--- src/rtl/calc_pkg.sv ---
// Shared calculator datapath definitions: converter FSM states and the
// product / BCD sizing used by the multiplier, converter and display driver.
package calc_pkg;

  localparam int BCD_DIGIT_W = 4;
  localparam int PRODUCT_W   = 16;
  localparam int BCD_DIGITS  = 5;

  typedef enum logic [1:0] {
    IDLE   = 2'd0,
    SHIFT  = 2'd1,
    FINISH = 2'd2
  } conv_state_e;

endpackage

--- src/rtl/product_bcd_converter_bcd_add3.sv ---
// Double-dabble digit correction: a BCD digit of 5 or more gets +3 before the shift.
module bcd_add3 (
  input  logic [3:0] digit_i,
  output logic [3:0] digit_o
);

  assign digit_o = (digit_i >= 4'd5) ? digit_i + 4'd3 : digit_i;

endmodule

--- src/rtl/product_bcd_converter.sv ---
// Sequential binary-to-BCD converter (shift-and-add-3, one bit per clock).
// Leading-zero blank mask is built only when PRODUCT_BCD_BLANK_EN is defined.
module product_bcd_converter
  import calc_pkg::*;
#(
  parameter int WIDTH  = PRODUCT_W,
  parameter int DIGITS = BCD_DIGITS
) (
  input  logic                          clk,
  input  logic                          rst_n,
  input  logic                          start,
  input  logic [WIDTH-1:0]              bin,
  output logic                          busy,
  output logic                          done,
  output logic [BCD_DIGIT_W*DIGITS-1:0] bcd,
  output logic [DIGITS-1:0]             blank
);

  localparam int CW = $clog2(WIDTH + 1);
  localparam int SW = BCD_DIGIT_W * DIGITS;

  conv_state_e                          state_q, state_d;
  logic [CW-1:0]                        cnt_q, cnt_d;
  logic [WIDTH-1:0]                     sr_q, sr_d;
  logic [DIGITS-1:0][BCD_DIGIT_W-1:0]   scr_q, scr_d;
  logic [DIGITS-1:0][BCD_DIGIT_W-1:0]   corr;
  logic [SW-1:0]                        bcd_q, bcd_d;
  logic                                 busy_q, busy_d;
  logic                                 done_q, done_d;

  for (genvar g = 0; g < DIGITS; g++) begin : g_add3
    bcd_add3 u_add3 (
      .digit_i (scr_q[g]),
      .digit_o (corr[g])
    );
  end

  always_comb begin
    state_d = state_q;
    cnt_d   = cnt_q;
    sr_d    = sr_q;
    scr_d   = scr_q;
    bcd_d   = bcd_q;
    busy_d  = busy_q;
    done_d  = 1'b0;
    case (state_q)
      IDLE: begin
        if (start) begin
          sr_d    = bin;
          scr_d   = '0;
          cnt_d   = CW'(WIDTH);
          busy_d  = 1'b1;
          state_d = SHIFT;
        end
      end
      SHIFT: begin
        // Digit sizing guarantees the bit shifted out of the top digit is always 0.
        {scr_d, sr_d} = {corr, sr_q} << 1;
        cnt_d = cnt_q - CW'(1);
        if (cnt_q == CW'(1)) state_d = FINISH;
      end
      FINISH: begin
        bcd_d   = scr_q;
        done_d  = 1'b1;
        busy_d  = 1'b0;
        state_d = IDLE;
      end
      default: state_d = IDLE;
    endcase
  end

  always_ff @(posedge clk or negedge rst_n) begin
    if (!rst_n) begin
      state_q <= IDLE;
      cnt_q   <= '0;
      sr_q    <= '0;
      scr_q   <= '0;
      bcd_q   <= '0;
      busy_q  <= 1'b0;
      done_q  <= 1'b0;
    end else begin
      state_q <= state_d;
      cnt_q   <= cnt_d;
      sr_q    <= sr_d;
      scr_q   <= scr_d;
      bcd_q   <= bcd_d;
      busy_q  <= busy_d;
      done_q  <= done_d;
    end
  end

  assign busy = busy_q;
  assign done = done_q;
  assign bcd  = bcd_q;

`ifdef PRODUCT_BCD_BLANK_EN
  logic [DIGITS-1:0] blank_q, blank_calc;
  logic              zero_above;

  // Units digit is never blanked so a zero result still shows "0".
  always_comb begin
    zero_above = 1'b1;
    blank_calc = '0;
    for (int i = DIGITS - 1; i >= 1; i--) begin
      zero_above    = zero_above & (scr_q[i] == 4'd0);
      blank_calc[i] = zero_above;
    end
  end

  always_ff @(posedge clk or negedge rst_n) begin
    if (!rst_n)                blank_q <= {{(DIGITS-1){1'b1}}, 1'b0};
    else if (state_q == FINISH) blank_q <= blank_calc;
  end

  assign blank = blank_q;
`else
  assign blank = '0;
`endif

endmodule

--- config.mk ---
export PLATFORM = sky130hd
export DESIGN_NAME = product_bcd_converter
export DESIGN_NICKNAME = d
export VERILOG_FILES = /design/src/rtl/calc_pkg.sv /design/src/rtl/product_bcd_converter_bcd_add3.sv /design/src/rtl/product_bcd_converter.sv
export SDC_FILE = /design/constraint.sdc
export NUM_CORES = 1
export LEC_CHECK = 0
export BUFFER_PORTS_ARGS = -buffer_cell sky130_fd_sc_hd__buf_4
export CAP_MARGIN = 20
export CORE_AREA = 5 5 102 80
export DETAILED_ROUTE_END_ITERATION = 10
export DIE_AREA = 0 0 107 85
export GPL_TIMING_DRIVEN = 0
export MAX_ROUTING_LAYER = met4
export PLACE_DENSITY = 0.67
export SLEW_MARGIN = 20
export SYNTH_ARGS = -nofsm -noshare
export SYNTH_HDL_FRONTEND = slang
export SYNTH_SLANG_ARGS = --single-unit
--- constraint.sdc ---
create_clock -name clk -period 1.3 [get_ports clk]
set_input_delay 0.39 -clock clk [delete_from_list [all_inputs] [get_ports clk]]
set_output_delay 0.39 -clock clk [all_outputs]
set_load 0.005 [all_outputs]
# Word-level counts from Yosys, hierarchy flattened
# Cells that the tools add are included.
[word_totals] ff_bits=65 input_bits=19
[classes] addsub=6 order_cmp=5 n_eq_ne=5 muxes=17 reduce_logical=6
[op_table] op="$pmux W20 S2" n=1
[op_table] op="$pmux W16 S2" n=1
[op_table] op="$ge A4 B3 Y1 const B" n=5
[op_table] op="$mux W20" n=1
[op_table] op="$add A4 B2 Y4 const B" n=4
[op_table] op="$mux W16" n=1
[op_table] op="$mux W4" n=4
[op_table] op="$pmux W5 S2" n=1
[op_table] op="$reduce_and A2 Y1" n=3
[op_table] op="$eq A5 B1 Y1 const B" n=1
[op_table] op="$mux W5" n=1
[op_table] op="$sub A5 B1 Y5 const B" n=1
[op_table] op="$mux W2" n=2
[op_table] op="$ne A2 B2 Y1 const B" n=2
[op_table] op="$pmux W2 S2" n=1
[op_table] op="$reduce_bool A2 Y1" n=2
[op_table] op="$add A3 B2 Y3 const B" n=1
[op_table] op="$mux W3" n=1
[op_table] op="$eq A2 B1 Y1 const B" n=1
[op_table] op="$eq A2 B2 Y1 const B" n=1
[op_table] op="$logic_not A2 Y1" n=1
[op_table] op="$mux W1" n=2
[op_table] op="$pmux W1 S2" n=1

# Logic depth before layout (Yosys ltp)
# Gate-level depths: netlist of the first run.
[logic_depth] word_depth=3 ltp_mapped=6

# Modules after synthesis
# From an unflattened synthesis of the first run, not the netlist that was laid out.
[unflattened] cells_unflattened=323 area_unflattened_um2=3288.2
[by_module_without_submodules] module="product_bcd_converter" n_inst=1 cells_each=243 area_each_um2=2781.4
[by_module_without_submodules] module="bcd_add3" n_inst=5 cells_each=16 area_each_um2=101.3

# Least setup slack after synthesis of the first run
# OpenSTA, ideal clock, no wires.
[synth_timing] path_type="register to register" from="register scr_q[0] in the netlist's numbering" to="register scr_q[2] in the netlist's numbering" arrival_time_ps=1280 t_required_ps=1179 setup_slack_ps=-101 stages_incl_launch_ff=7 n_path_buf=0 synth_period_minus_slack_ps=1401 cell_sequence="dfrtp_1 -> inv_1 -> ha_1 -> nand2b_1 -> a21oi_1 -> mux2i_1 -> a22o_1"
[synth_between] elab_chain_cells=3
[synth_lines] element="from (decl)" line="product_bcd_converter.sv:25" source="logic [DIGITS-1:0][BCD_DIGIT_W-1:0] scr_q, scr_d;"
[synth_lines] element="from (signal assigned)" line="product_bcd_converter.sv:85" source="scr_q <= scr_d;"
[synth_lines] element="$add A4 B2 Y4 or $ge A4 B3 Y1 (tied branches)" line="product_bcd_converter_bcd_add3.sv:7" source="assign digit_o = (digit_i >= 4'd5) ? digit_i + 4'd3 : digit_i;"
[synth_lines] element="$mux W4 *" line="product_bcd_converter_bcd_add3.sv:7"
[synth_lines] element="$pmux W20 S2 *" line="product_bcd_converter.sv:46" source="case (state_q)"
# Every way passes the cells marked *; elsewhere a longest branch is shown, timed or not.
# A chain may end at the register's enable or synchronous reset.

# Final worst setup path of the first run
[layout_timing] from="register state_q[0]" to="register bcd_q[2], in the netlist bcd[2]"
[layout_between] elab_chain_cells=1
[layout_lines] element="from (decl)" line="product_bcd_converter.sv:22" source="conv_state_e state_q, state_d;"
[layout_lines] element="from (signal assigned)" line="product_bcd_converter.sv:82" source="state_q <= state_d;"
[layout_lines] element="$eq A2 B2 Y1" line="product_bcd_converter.sv:46"
[layout_lines] element="to (signal assigned)" line="product_bcd_converter.sv:78" source="bcd_q <= '0;"
[layout_lines] element="to (signal assigned)" line="product_bcd_converter.sv:86" source="bcd_q <= bcd_d;"
[layout_lines] element="to (decl)" line="product_bcd_converter.sv:27" source="logic [SW-1:0] bcd_q, bcd_d;"
# No other way between the ends.

==> results_dict.tcl, run 1 <==
set metrics [dict create \
    synthesis.instances 288 \
    setup_tns_final_ns -0.680 \
    cp_data_required_time_ns 1.53 \
    detail_route.wirelength_um 7490 \
    clk_latency_ns 0.34 \
    fillCellCount 576 \
    place_congestion 0.824 \
    globalRoute.totalOverflow 0 \
    grt_usage 0.169 \
    min_path_type "in2async" \
    ctsRootBufferMaster "clkbuf_8" \
    maxCapViolCount 0 \
    largest_net_degree_at_the_start_of_global_routing 66 \
    drt_iter0_markers 138 \
    placement_rows 27 \
    cts_sinks 65 \
    grt_first_pass_wirelength_um 11700 \
    slew_headroom 0.451 \
    yosysWarningCount 0 \
    path_max_fanout 5 \
    vdd_drop_max_mv 0.927 \
    timing.final.crit_period_ns 1.38 \
    synth-seq-cells 65 \
    cts_tree "done" \
    final_min_period_over_clock_period 1.06 \
    worstMarginPinSlew_ns 0.824 \
    die_w_um 107 \
    total_power_mw 10.3 \
    detailroute.via_count 2436 \
    setup_violations 16 \
    slew_violations 0 \
    fin_ws_ns -0.0766 \
    detailedPlacementHpwl_um 4340 \
    power_density_nw_per_um2 2370 \
    number_of_antenna_violations_at_the_first_check_in_global_routing 0 \
    die_height_um 85 \
    final_util 0.611 \
    wl_per_cell_um 16.0 \
    clock.fmax_mhz 726 \
    tritoncts_buffer_count 9 \
    die_area_um2 9100 \
    power_leakage_nw 2.06 \
    final_hold_viol_count 0 \
    ctsLongestPathBuffers 2 \
    grt_pass1_vias 2478 \
    synth_sequential_area_ratio 0.536 \
    timing.critical_path.to_type "flop" \
    route.detailed.drc 0 \
    ctsHtreeMaxLevel 3 \
    place.port_buffers 40 \
    skew_ns 0.00719 \
    synthesis.area_per_instance_um2 10.5 \
    rsz_0062_raised_after_global_routing "yes" \
    diode_insertion_count_for_antenna_repair 0 \
    floorplan.io_pins 46 \
    floorplan.initialDensity 0.428 \
    area_delta_synth_final_pct 42.6 \
    cts.hold.buffers_added 0 \
    cp_arrival_ns 1.61 \
    syn_area_um2 3040 \
    reg2reg_slack_ns -0.08 \
    clk_pin_slew_ns 0.07 \
    violations "setup timing" \
    drt-vias-per-instance 5.19 \
    yosysUniqueCellTypes 33 \
    critical_path.startpoint_type "flop" \
    timing.setup.critical_path_class "reg2reg" \
    drt-pass1-iter-count 4 \
    antenna_violating_nets_post_route 0 \
    drive_gt1_frac 0.466 \
    final_net_count 409 \
    design.core.area_um2 7090 \
    status "finished, violations left" \
]
-- cell usage in the layout (no fill, tap or decap), drive strengths merged, types with 10 or more instances in the layout --
cell type	netlist	routed
inv	13	13
a22oi	14	14
dfrtp	65	65
ha	12	12
buf	17	90
mux2	10	10
nand2	42	42
clkbuf	3	16
o21ai	46	46
-- sequential cells by signal (all words and copies together) (netlist names) --
| register | cells |
|---|---|
| bcd | 20 |
| busy | 1 |
| cnt_q | 5 |
| done | 1 |
| scr_q | 20 |
| sr_q | 16 |
| state_q | 2 |
-- critical path, cell delays in order (launching register included) --
cell,delay [ns]
dfrtp_1,0.43
buf_6,0.16
nand2b_4,0.18
clkbuf_16,0.17
mux2_2,0.32
-- per-layer routing --
layer,vias to the layer above,GRT usage,part of all wire
met4,0,0.0465,0.0088
met3,6,0.0548,0.037
met2,38,0.262,0.48
met5,-,-,0
met1,1219,0.214,0.48
li1,1173,-,-
-- cell usage after synthesis --
library cell  instances  area (µm²)
o21bai_4              1        18.8
nor4b_1               1        8.76
clkbuf_1              3        11.3
inv_1                13        48.8
o21ai_0              45         225
dfrtp_1              65        1630
nand2b_1              7        43.8
xor2_1                2        17.5
buf_4                 8        60.1
ha_1                 12         150
mux2_2               10         113
nand3_2               1        10.0
buf_6                 1        11.3
nor2_1                3        11.3
nor2b_1               2        12.5
conb_1                1        3.75
or4_4                 1        11.3
buf_2                 8        40.0
nor2b_4               1        13.8
xnor2_1               5        43.8
o31ai_1               3        22.5
and2_1                1        6.26
mux2i_1               6        60.1
nand2_1              42         158
nand2b_4              1        13.8
o21ai_2               1        8.76
nor3b_1               2        15.0
and3b_1               1        8.76
a21oi_1               8        40.0
nor3_1                6        30.0
a22o_1                6        52.6
nand3_1               7        35.0
a22oi_1              14         105
-- logic make-up (layout without fill, tap and decap cells) --
kind of cell,count (synthesis),count (layout),synth area share
AOI/OAI and AO/OA,78,79,0.156
DFF,65,65,0.536
xor gates and xnor gates,7,7,0.0202
buffers and inverters,33,122,0.0565
and+or+nand+nor,76,76,0.124
other,1,5,0.00123
muxes,16,16,0.0569
adders and majority gates,12,12,0.0494
-- final timing paths --
path                       cells after the start  endpoint       start
max in group asynchronous                      1  scr_q[4]       rst_n
max                                            4    bcd[2]  state_q[0]
min reg2reg                                    2    bcd[4]      bcd[4]
min in group clk                               2   sr_q[0]      bin[0]
max reg2reg                                    4    bcd[2]  state_q[0]
min                                            1  cnt_q[0]       rst_n
-- report_power, final --
group / switching (mW) / internal, mW / leakage [nW]
Combinational: 2.21 / 2.72 / 1.12
Clock: 0.753 / 0.974 / 0.102
Sequential: 0.759 / 2.84 / 0.842
-- metrics by stage --
stage          instance area (µm²)  hold WS (ns)  setup WS [ns]  instances
4_1_cts                       4000         0.172        -0.0540        454
3_5_place_dp                  3480         0.472         -0.153        419
5_1_grt                       4330         0.211         -0.142        469
2_1_floorplan                 3080        0.0944        -0.0245        292
3_3_place_gp                  3480         0.462         -0.133        419
6_report                      4330         0.138        -0.0766        469
-- cell type report --
class | count | area [µm²] | share of cell area
Buffer | 20 | 190 | 0.0439
Multi-Input combinational cell | 195 | 1580 | 0.365
Sequential cell | 65 | 1630 | 0.376
Inverter | 13 | 48.8 | 0.0113
Timing Repair Buffer | 74 | 578 | 0.133
Clock buffer | 12 | 155 | 0.0358
Tap cell | 87 | 109 | 0.0251
Clock inverter | 3 | 40.0 | 0.00924
-- what timing repair did --
action                                  in CTS  in global routing
gates resized for setup                     43                 74
pin swaps                                   13                  8
cloned                                       0                  4
endpoints found under the setup margin      58                 51
setup buffers                               20                 11
No activity file was read; power rests on OpenSTA's default activity.
==> run 2, diff against run 1 <==
--- a/config.mk
+++ b/config.mk
@@ -7,12 +7,12 @@
 export LEC_CHECK = 0
 export BUFFER_PORTS_ARGS = -buffer_cell sky130_fd_sc_hd__buf_4
 export CAP_MARGIN = 20
-export CORE_AREA = 5 5 102 80
+export CORE_AREA = 5 5 96 75
 export DETAILED_ROUTE_END_ITERATION = 10
-export DIE_AREA = 0 0 107 85
+export DIE_AREA = 0 0 101 80
 export GPL_TIMING_DRIVEN = 0
 export MAX_ROUTING_LAYER = met4
-export PLACE_DENSITY = 0.67
+export PLACE_DENSITY = 0.75
 export SLEW_MARGIN = 20
 export SYNTH_ARGS = -nofsm -noshare
 export SYNTH_HDL_FRONTEND = slang
==> run 2 against run 1 <==
The flow still finishes with violations (setup timing); register-to-register slack lost 0.12 ns; clock skew grew 0.0025 ns; flip-flop and latch count is the same; final cell count grew 0.85%; power grew 11%; first-iteration DRC count grew 79%; critical endpoint is now scr_q[10].
==> results_dict.tcl, run 2 (synthesis results as in run 1) <==
set metrics [dict create \
    drt-vias-per-instance 5.59 \
    area_delta_synth_final_pct 47.5 \
    final_common_cell "buf_4" \
    diode_insertion_count_for_antenna_repair 0 \
    p_switching_mw 4.20 \
    slew_headroom 0.445 \
    crit_family "flip-flops" \
    globalRoute.totalOverflow 0 \
    vdd_drop_max_mv 1.23 \
    final_net_count 418 \
    critical-path-slowest-cell "dfrtp_1" \
    floorplan.io_pins 46 \
    place_congestion 0.766 \
    place.port_buffers 40 \
    setup_tns_final_ns -1.56 \
    cts.hold.buffers_added 0 \
    dpl.cell_count 413 \
    drive_gt1_frac 0.480 \
    clock.fmax_mhz 668 \
    critical_path.max_stage_delay_ns 0.46 \
    grt_usage 0.205 \
    wl_per_cell_um 18.4 \
    floorplan.initialDensity 0.493 \
    skew_ns 0.00970 \
    switching_share 0.369 \
    grt_first_pass_wirelength_um 12300 \
    power_leakage_nw 2.14 \
    detailroute.via_count 2645 \
    cts_sinks 65 \
    ctsHtreeMaxLevel 3 \
    timing.critical_path.to_type "flop" \
    timing.final.crit_period_ns 1.50 \
    drt_iter0_markers 247 \
    critical_path.startpoint_type "flop" \
    fillCellCount 376 \
    cp_data_required_time_ns 1.59 \
    final_hold_viol_count 0 \
    route.detailed.drc 0 \
    most-common-layout-cells "buf_4, dfrtp_1, nand2_1" \
    power_density_nw_per_um2 2540 \
    ctsLongestPathBuffers 2 \
    fin_ws_ns -0.198 \
    status "finished, violations left" \
    antenna_violating_nets_post_route 0 \
    seq_power_share 0.318 \
    cp.buffers_inverters 1 \
    number_of_antenna_violations_at_the_first_check_in_global_routing 0 \
    die_w_um 101 \
    detail_route.wirelength_um 8690 \
    placement_rows 25 \
    ctsRootBufferMaster "clkbuf_8" \
    timing.setup.critical_path_class "reg2reg" \
    slew_violations 0 \
    power.share.combinational 0.492 \
    grt_pass1_vias 2515 \
    design.core.area_um2 6160 \
    cp_arrival_ns 1.78 \
    cts_tree "done" \
    total_power_mw 11.4 \
    drt-pass1-iter-count 7 \
    maxCapViolCount 0 \
    final_cells 473 \
    violations "setup timing" \
    die_height_um 80 \
    clk_latency_ns 0.35 \
    tritoncts_buffer_count 9 \
    place_ws_ns -0.222 \
    detailedPlacementHpwl_um 4360 \
    worstPathCellList "inv_2 > ha_4 > nand2b_4 > a21oi_4 > mux2i_1 > a22o_1" \
    setup_violations 24 \
    rsz_0062_raised_after_global_routing "yes" \
    cell_internal_pwr_mw 7.18 \
    worstMarginPinSlew_ns 0.833 \
    path_max_fanout 4 \
    largest_net_degree_at_the_start_of_global_routing 66 \
    die_area_um2 8080 \
    clock_power_share 0.190 \
    final_min_period_over_clock_period 1.15 \
    min_path_type "in2async" \
    clk_pin_slew_ns 0.07 \
]
-- run 2: cell count changes in the layout (fill, tap and decap cells not counted), sizes merged --
cell / previous run / this run
buf: 90 / 101
clkbuf: 16 / 12
bufinv: 1 / 3
clkinv: 2 / 0
clkinvlp: 0 / 2
inv: 13 / 14
-- run 2: cell type report --
type / instances / area, µm² / share of cell area
Buffer: 20 / 194 / 0.0433
Clock buffer: 10 / 138 / 0.0307
Clock inverter: 6 / 114 / 0.0254
Inverter: 13 / 51.3 / 0.0114
Multi-Input combinational cell: 195 / 1600 / 0.357
Sequential cell: 65 / 1630 / 0.364
Tap cell: 81 / 101 / 0.0226
Timing Repair Buffer: 83 / 652 / 0.145
-- run 2: final timing paths --
path                            startpoint         end  slack [ns]  cells past startpoint
worst max-delay path              scr_q[8]   scr_q[10]       -0.20                      6
worst min-delay path                 rst_n     sr_q[2]        0.11                      1
worst max register to register    scr_q[8]   scr_q[10]       -0.20                      6
worst min register to register     sr_q[4]     sr_q[4]        0.49                      2
max in group asynchronous            rst_n  state_q[0]        0.57                      1
min in group clk                    bin[0]     sr_q[0]        0.27                      2
-- run 2: routing by layer --
layer / share of wire / up-vias / global-route usage
met5: 0 / - / -
met4: 0.040 / 0 / 0.0584
met3: 0.073 / 44 / 0.0620
met2: 0.49 / 138 / 0.336
met1: 0.40 / 1275 / 0.248
li1: - / 1188 / -
-- run 2: repair_timing --
item	CTS	global route
resized for setup	59	74
cloned	0	5
setup buffers	23	16
endpoints found under the hold margin	0	0
pin swaps	16	12
endpoints found under the setup margin	58	68
-- run 2: power by group through the flow --
stage / Combinational [mW] / Clock (mW) / Sequential, mW
CTS: 4.48 / 2.18 / 3.51
floorplan: 2.28 / 0 / 3.36
global placement: 3.19 / 0 / 3.44
detailed placement: 3.34 / 0 / 3.47
finish: 5.60 / 2.16 / 3.61
global route: 6.01 / 2.27 / 3.71
-- run 2: through the flow --
stage	hold slack (ns)	utilization	cell area, µm²
floorplan	0.0944	-	3080
global placement	0.463	0.564	3480
detailed placement	0.470	0.564	3480
CTS	0.167	0.670	4130
global route	0.198	0.727	4480
finish	0.107	0.727	4480
